===== src/rtl/level_walker.sv =====
// Walks one level's binary search tree: drives a node address, waits out the
// level's read latency, then follows the returned child pointer until the key matches, a child is missing, or the step limit is reached.
module level_walker #(
  parameter int WORD_SIZE     = 16,
  parameter int POINTER_SIZE  = 16,
  parameter int MAX_STEPS     = 16,
  parameter int STEP_W        = 5,
  parameter int LEVEL_LATENCY = 1
) (
  input  logic                    clk_in,
  input  logic                    rst_in,
  input  logic                    req_valid_in,
  output logic                    req_ready_out,
  input  logic [WORD_SIZE-1:0]    req_key_in,
  input  logic [POINTER_SIZE-1:0] req_root_in,
  output logic [POINTER_SIZE-1:0] lvl_address_out,
  output logic [WORD_SIZE-1:0]    lvl_lookup_cont_out,
  input  logic [POINTER_SIZE-1:0] lvl_next_pointer_in,
  input  logic                    lvl_is_match_in,
  input  logic                    lvl_no_child_in,
  output logic                    rsp_valid_out,
  input  logic                    rsp_ready_in,
  output logic                    rsp_hit_out,
  output logic                    rsp_timeout_out,
  output logic [POINTER_SIZE-1:0] rsp_node_out,
  output logic [STEP_W-1:0]       rsp_steps_out
);

  localparam int WAIT_W = (LEVEL_LATENCY < 1) ? 1 : $clog2(LEVEL_LATENCY + 1);
  localparam logic [WAIT_W-1:0] WAIT_LOAD = WAIT_W'(LEVEL_LATENCY);
  localparam logic [STEP_W-1:0] STEP_MAX  = STEP_W'(MAX_STEPS);

  typedef enum logic [1:0] {
    IDLE = 2'd0,
    WAIT = 2'd1,
    RESP = 2'd2
  } state_t;

  state_t                  state_q, state_d;
  logic [WAIT_W-1:0]       wait_q, wait_d;
  logic [STEP_W-1:0]       visits_q, visits_d;
  logic                    ready_q, ready_d;
  logic [POINTER_SIZE-1:0] addr_q, addr_d;
  logic [WORD_SIZE-1:0]    cont_q, cont_d;
  logic                    valid_q, valid_d;
  logic                    hit_q, hit_d;
  logic                    timeout_q, timeout_d;
  logic [POINTER_SIZE-1:0] node_q, node_d;
  logic [STEP_W-1:0]       steps_q, steps_d;

  // Visit count saturates at the step limit instead of wrapping.
  function automatic logic [STEP_W-1:0] sat_inc(input logic [STEP_W-1:0] v);
    return (v >= STEP_MAX) ? v : v + STEP_W'(1);
  endfunction

  always_comb begin
    state_d   = state_q;
    wait_d    = wait_q;
    visits_d  = visits_q;
    ready_d   = ready_q;
    addr_d    = addr_q;
    cont_d    = cont_q;
    valid_d   = valid_q;
    hit_d     = hit_q;
    timeout_d = timeout_q;
    node_d    = node_q;
    steps_d   = steps_q;
    case (state_q)
      IDLE: begin
        ready_d = 1'b1;
        if (req_valid_in) begin
          cont_d   = req_key_in;
          addr_d   = req_root_in;
          visits_d = STEP_W'(1);
          wait_d   = WAIT_LOAD;
          ready_d  = 1'b0;
          state_d  = WAIT;
        end
      end
      WAIT: begin
        if (wait_q != '0) begin
          wait_d = wait_q - WAIT_W'(1);
        end else if (lvl_is_match_in) begin
          // The level's pointer output is stale on a match, so it is not used.
          hit_d     = 1'b1;
          timeout_d = 1'b0;
          node_d    = addr_q;
          steps_d   = visits_q;
          valid_d   = 1'b1;
          state_d   = RESP;
        end else if (lvl_no_child_in) begin
          hit_d     = 1'b0;
          timeout_d = 1'b0;
          node_d    = addr_q;
          steps_d   = visits_q;
          valid_d   = 1'b1;
          state_d   = RESP;
        end else if (visits_q == STEP_MAX) begin
          hit_d     = 1'b0;
          timeout_d = 1'b1;
          node_d    = addr_q;
          steps_d   = visits_q;
          valid_d   = 1'b1;
          state_d   = RESP;
        end else begin
          addr_d   = lvl_next_pointer_in;
          visits_d = sat_inc(visits_q);
          wait_d   = WAIT_LOAD;
        end
      end
      RESP: begin
        if (rsp_ready_in) begin
          valid_d = 1'b0;
          ready_d = 1'b1;
          state_d = IDLE;
        end
      end
      default: begin
        state_d = IDLE;
        ready_d = 1'b1;
        valid_d = 1'b0;
      end
    endcase
  end

  always_ff @(posedge clk_in) begin
    if (rst_in) begin
      state_q   <= IDLE;
      wait_q    <= '0;
      visits_q  <= '0;
      ready_q   <= 1'b1;
      addr_q    <= '0;
      cont_q    <= '0;
      valid_q   <= 1'b0;
      hit_q     <= 1'b0;
      timeout_q <= 1'b0;
      node_q    <= '0;
      steps_q   <= '0;
    end else begin
      state_q   <= state_d;
      wait_q    <= wait_d;
      visits_q  <= visits_d;
      ready_q   <= ready_d;
      addr_q    <= addr_d;
      cont_q    <= cont_d;
      valid_q   <= valid_d;
      hit_q     <= hit_d;
      timeout_q <= timeout_d;
      node_q    <= node_d;
      steps_q   <= steps_d;
    end
  end

  assign req_ready_out       = ready_q;
  assign lvl_address_out     = addr_q;
  assign lvl_lookup_cont_out = cont_q;
  assign rsp_valid_out       = valid_q;
  assign rsp_hit_out         = hit_q;
  assign rsp_timeout_out     = timeout_q;
  assign rsp_node_out        = node_q;
  assign rsp_steps_out       = steps_q;

endmodule


===== config.mk =====
export PLATFORM = sky130hd
export DESIGN_NAME = level_walker
export DESIGN_NICKNAME = d
export VERILOG_FILES = /design/src/rtl/level_walker.sv
export SDC_FILE = /design/constraint.sdc
export NUM_CORES = 1
export LEC_CHECK = 0
export CORE_ASPECT_RATIO = 1.25
export CORE_UTILIZATION = 42
export CTS_CLUSTER_SIZE = 24
export DETAILED_ROUTE_END_ITERATION = 10
export GPL_ROUTABILITY_DRIVEN = 0
export GPL_TIMING_DRIVEN = 0
export HOLD_SLACK_MARGIN = 0.03
export PLACE_DENSITY = 0.79
export SLEW_MARGIN = 20
export SYNTH_ARGS = -nofsm -noshare
export SYNTH_HDL_FRONTEND = slang
export SYNTH_SLANG_ARGS = --single-unit

===== constraint.sdc =====
create_clock -name clk_in -period 2 [get_ports clk_in]
set_input_delay 0.3 -clock clk_in [delete_from_list [all_inputs] [get_ports clk_in]]
set_output_delay 0.3 -clock clk_in [all_outputs]
set_load 0.02 [all_outputs]

==> summary.md <==
| Metric | Value |
|---|---|
| Crit Path Max Fanout | 10 |
| Routed WL per cell | 13.25 µm |
| Slew Limit Headroom | 66.67% |
| Antenna violations before repair | 0 |
| First-pass GRT wire length | 10430 µm |
| Seq cells post-synth | 65 |
| Vias in the first global route | 2192 |
| Max VDD drop | 0.4678 mV |
| Core box area | 6126 µm² |
| Syn avg cell area | 9.494 µm² |
| Diode count | 0 |
| Row cnt | 32 |
| Synthesized net count | 335 |
| Commonest non-fill, non-tap cell in the layout | clkdlybuf4s50_1 |
| Vias | 2397 |
| Ys flop type | dfxtp_1 |
| Fin area | 4100 µm² |
| Clk sink count | 65 |
| RSZ-0062 raised after global routing | false |
| Port Buffers | 109 |
| Sequential fraction of the synthesis area | 49.13% |
| H-tree lvl count | 3 |
| LEAKAGE | 1.613 nW |
| Grt total ovfl | 0 |
| Root Buffer | clkbuf_8 |
| Final Cycle Share | 92.35% |
| CTS buffer count | 9 |
| Clock slew at reported path FFs | 0.07 ns |
| Fraction of layout cells with a size suffix above 1 | 9.291% |
| TritonCTS clock tree | built |
| Final #Nets | 460 |
| Final min period | 1.847 ns |
| Placed cell area | 3846 µm² |
| Cells after Synth | 279 |
| Die H | 90.79 µm |
| CP Data Arrival Time | 2.05 ns |
| Post-route ant nets | 0 |
| Final Util | 66.93% |
| Setup crit end kind | register |
| Initial Util | 43.24% |
| Die Wd | 73.03 µm |
| CTS Buffer Depth | 2 |
| Fin. max-slew vios | 0 |
| Clk_lat worst skew | 0.33 ns |
| Total iterations of the first detailed-routing run | 4 |
| Slowest cell on crit path | dfxtp_1 |
| Max_cap viols | 0 |
| I/O pins | 111 |
| Hold_buf cts | 0 |
| Synth warn | 0 |
| Worst hold-check path type | in2reg |
| Max Clk Rate | 0.5414 GHz |
| Final setup fails | 0 |
| Most frequent cells in the layout | clkdlybuf4s50_1, dfxtp_1, a21oi_1 |
| Critical Path Source Type | register |
| Mapped Area | 2649 µm² |
| Worst slew pin tran | 0.4999 ns |
| Setup Skew | 0.007512 ns |
| Drt drc | 0 |
| Run status | complete, no violations |
| CP cell instances | inv_1, ha_1, and4bb_2, o21ai_4, buf_4, mux2i_1, nor2_1 |
| Worst EP required | 2.20 ns |
| DRT iter0 DRCs | 139 |
| Crit path kind | reg2reg |
| Vias/cell | 4.852 |
| Crit-path max cell delay | 0.38 ns |
| Layout Area Growth over Synthesis | 54.79% |
| Drt total wl | 6547 µm |
| Post-synth EDFFs | 0 |
| Post-synth ARST share | 0% |
| Distinct cell type count after synthesis | 32 |
| Die ar. | 6630 µm² |
| Largest net degree at the start of global routing | 11 |
| Pwr Density | 856.4 nW/µm² |
| Dpl hpwl | 4610 µm |
| Final Hold Fails | 0 |
| Global Route Usage Sum | 20.20% |
| # fillers | 527 |
-- per-layer routing --
metal  GRT usage, %  part of all wire [%]
met5              0                     0
met4          6.373                   1.1
met3          5.804                   5.6
met1          24.49                    44
met2          33.80                    49
-- final timing paths --
path	end	cells past startpoint	startpoint	slack, ns
worst max register to register	rsp_node_out[12]$_SDFFE_PP0P_	7	visits_q[0]$_SDFFE_PP0P_	0.15
worst min-delay path	rsp_timeout_out$_SDFFE_PP0P_	2	rst_in	0.43
worst min register to register	rsp_steps_out[2]$_SDFFE_PP0P_	2	rsp_steps_out[2]$_SDFFE_PP0P_	0.45
worst max-delay path	rsp_node_out[12]$_SDFFE_PP0P_	7	visits_q[0]$_SDFFE_PP0P_	0.15
-- what timing repair did --
item | in CTS | in global routing
endpoints found under the hold margin | 0 | 0
gates resized for setup | 1 | 2
endpoints found under the setup margin | 1 | 17
pin swaps | 0 | 2
buffers inserted | 0 | 5
-- report_power, final --
part	switching (W)	total, W	internal (W)	leakage, nW
clock network	0.000464	0.00114	0.000678	0.107
registers	0.0000773	0.00148	0.00140	0.532
logic	0.000439	0.000888	0.000450	0.975
-- synth_stat cells, types with 2 or more instances --
master    number  area share, %
a21oi_1       41            7.7
ha_1           2           0.94
nand2b_1       2           0.47
nor2_1        25            3.5
o21ai_4        3            1.8
a211oi_1      17            4.8
buf_2          4           0.76
nor3_1         3           0.57
o21ai_0        2           0.38
nand3_1        4           0.76
mux2i_1       35             13
nand2_1       39            5.5
buf_4          4            1.1
buf_6          4            1.7
dfxtp_1       65             49
clkbuf_1       9            1.3
nor3b_4        2            1.4
inv_1          4           0.57
-- critical path, delay by kind of cell, from the launching register on --
family	cells	cell delay (ns)
AO/OA/AOI/OAI	1	0.23
adder cells (fa/ha/maj)	1	0.20
buffers and inverters	2	0.33
flip-flops	1	0.38
multiplexers	1	0.24
AND/OR/NAND/NOR	2	0.33
-- per-stage QoR --
step | TNS [ns] | instances | hold WS [ns] | total power [W] | worst slack [ns]
after floorplan | 0 | 279 | 0.4360 | 0.001991 | 0.2856
after global placement | -3.473 | 473 | 0.4415 | 0.002365 | -0.1691
after detailed placement | -3.879 | 473 | 0.4477 | 0.002379 | -0.1962
after CTS | 0 | 489 | 0.4122 | 0.003520 | 0.07091
after global routing | 0 | 494 | 0.4360 | 0.003676 | 0.05354
final | 0 | 494 | 0.4268 | 0.003511 | 0.1531
-- layout make-up --
class                      instances  area (µm²)  area share [%]
inverter                           4       15.01          0.3662
clock inverter                     2       35.03          0.8544
buffer                            21       137.6           3.357
tap                               85       106.4           2.594
sequential                        65        1301           31.74
timing repair buffer             114        1129           27.53
clock buffer                      14       172.7           4.211
multi-input combinational        189        1204           29.36
-- registers in the layout, indices dropped and copies added (netlist names) --
| register | flops |
|---|---|
| rsp_valid_out | 1 |
| rsp_hit_out | 1 |
| req_ready_out | 1 |
| rsp_timeout_out | 1 |
| lvl_address_out | 16 |
| rsp_node_out | 16 |
| state_q | 2 |
| rsp_steps_out | 5 |
| lvl_lookup_cont_out | 16 |
| wait_q | 1 |
| visits_q | 5 |
-- cells by family after synthesis --
group	after synthesis	share of synthesized area, %
DFF	65	49.13
AOI/OAI and AO/OA	69	16.68
xor gates and xnor gates	1	0.3307
and+or+nand+nor	82	14.27
muxes	35	13.23
adders and majority gates	2	0.9446
buffers and inverters	25	5.432
Note: power is estimated with default switching activity, not from simulation.
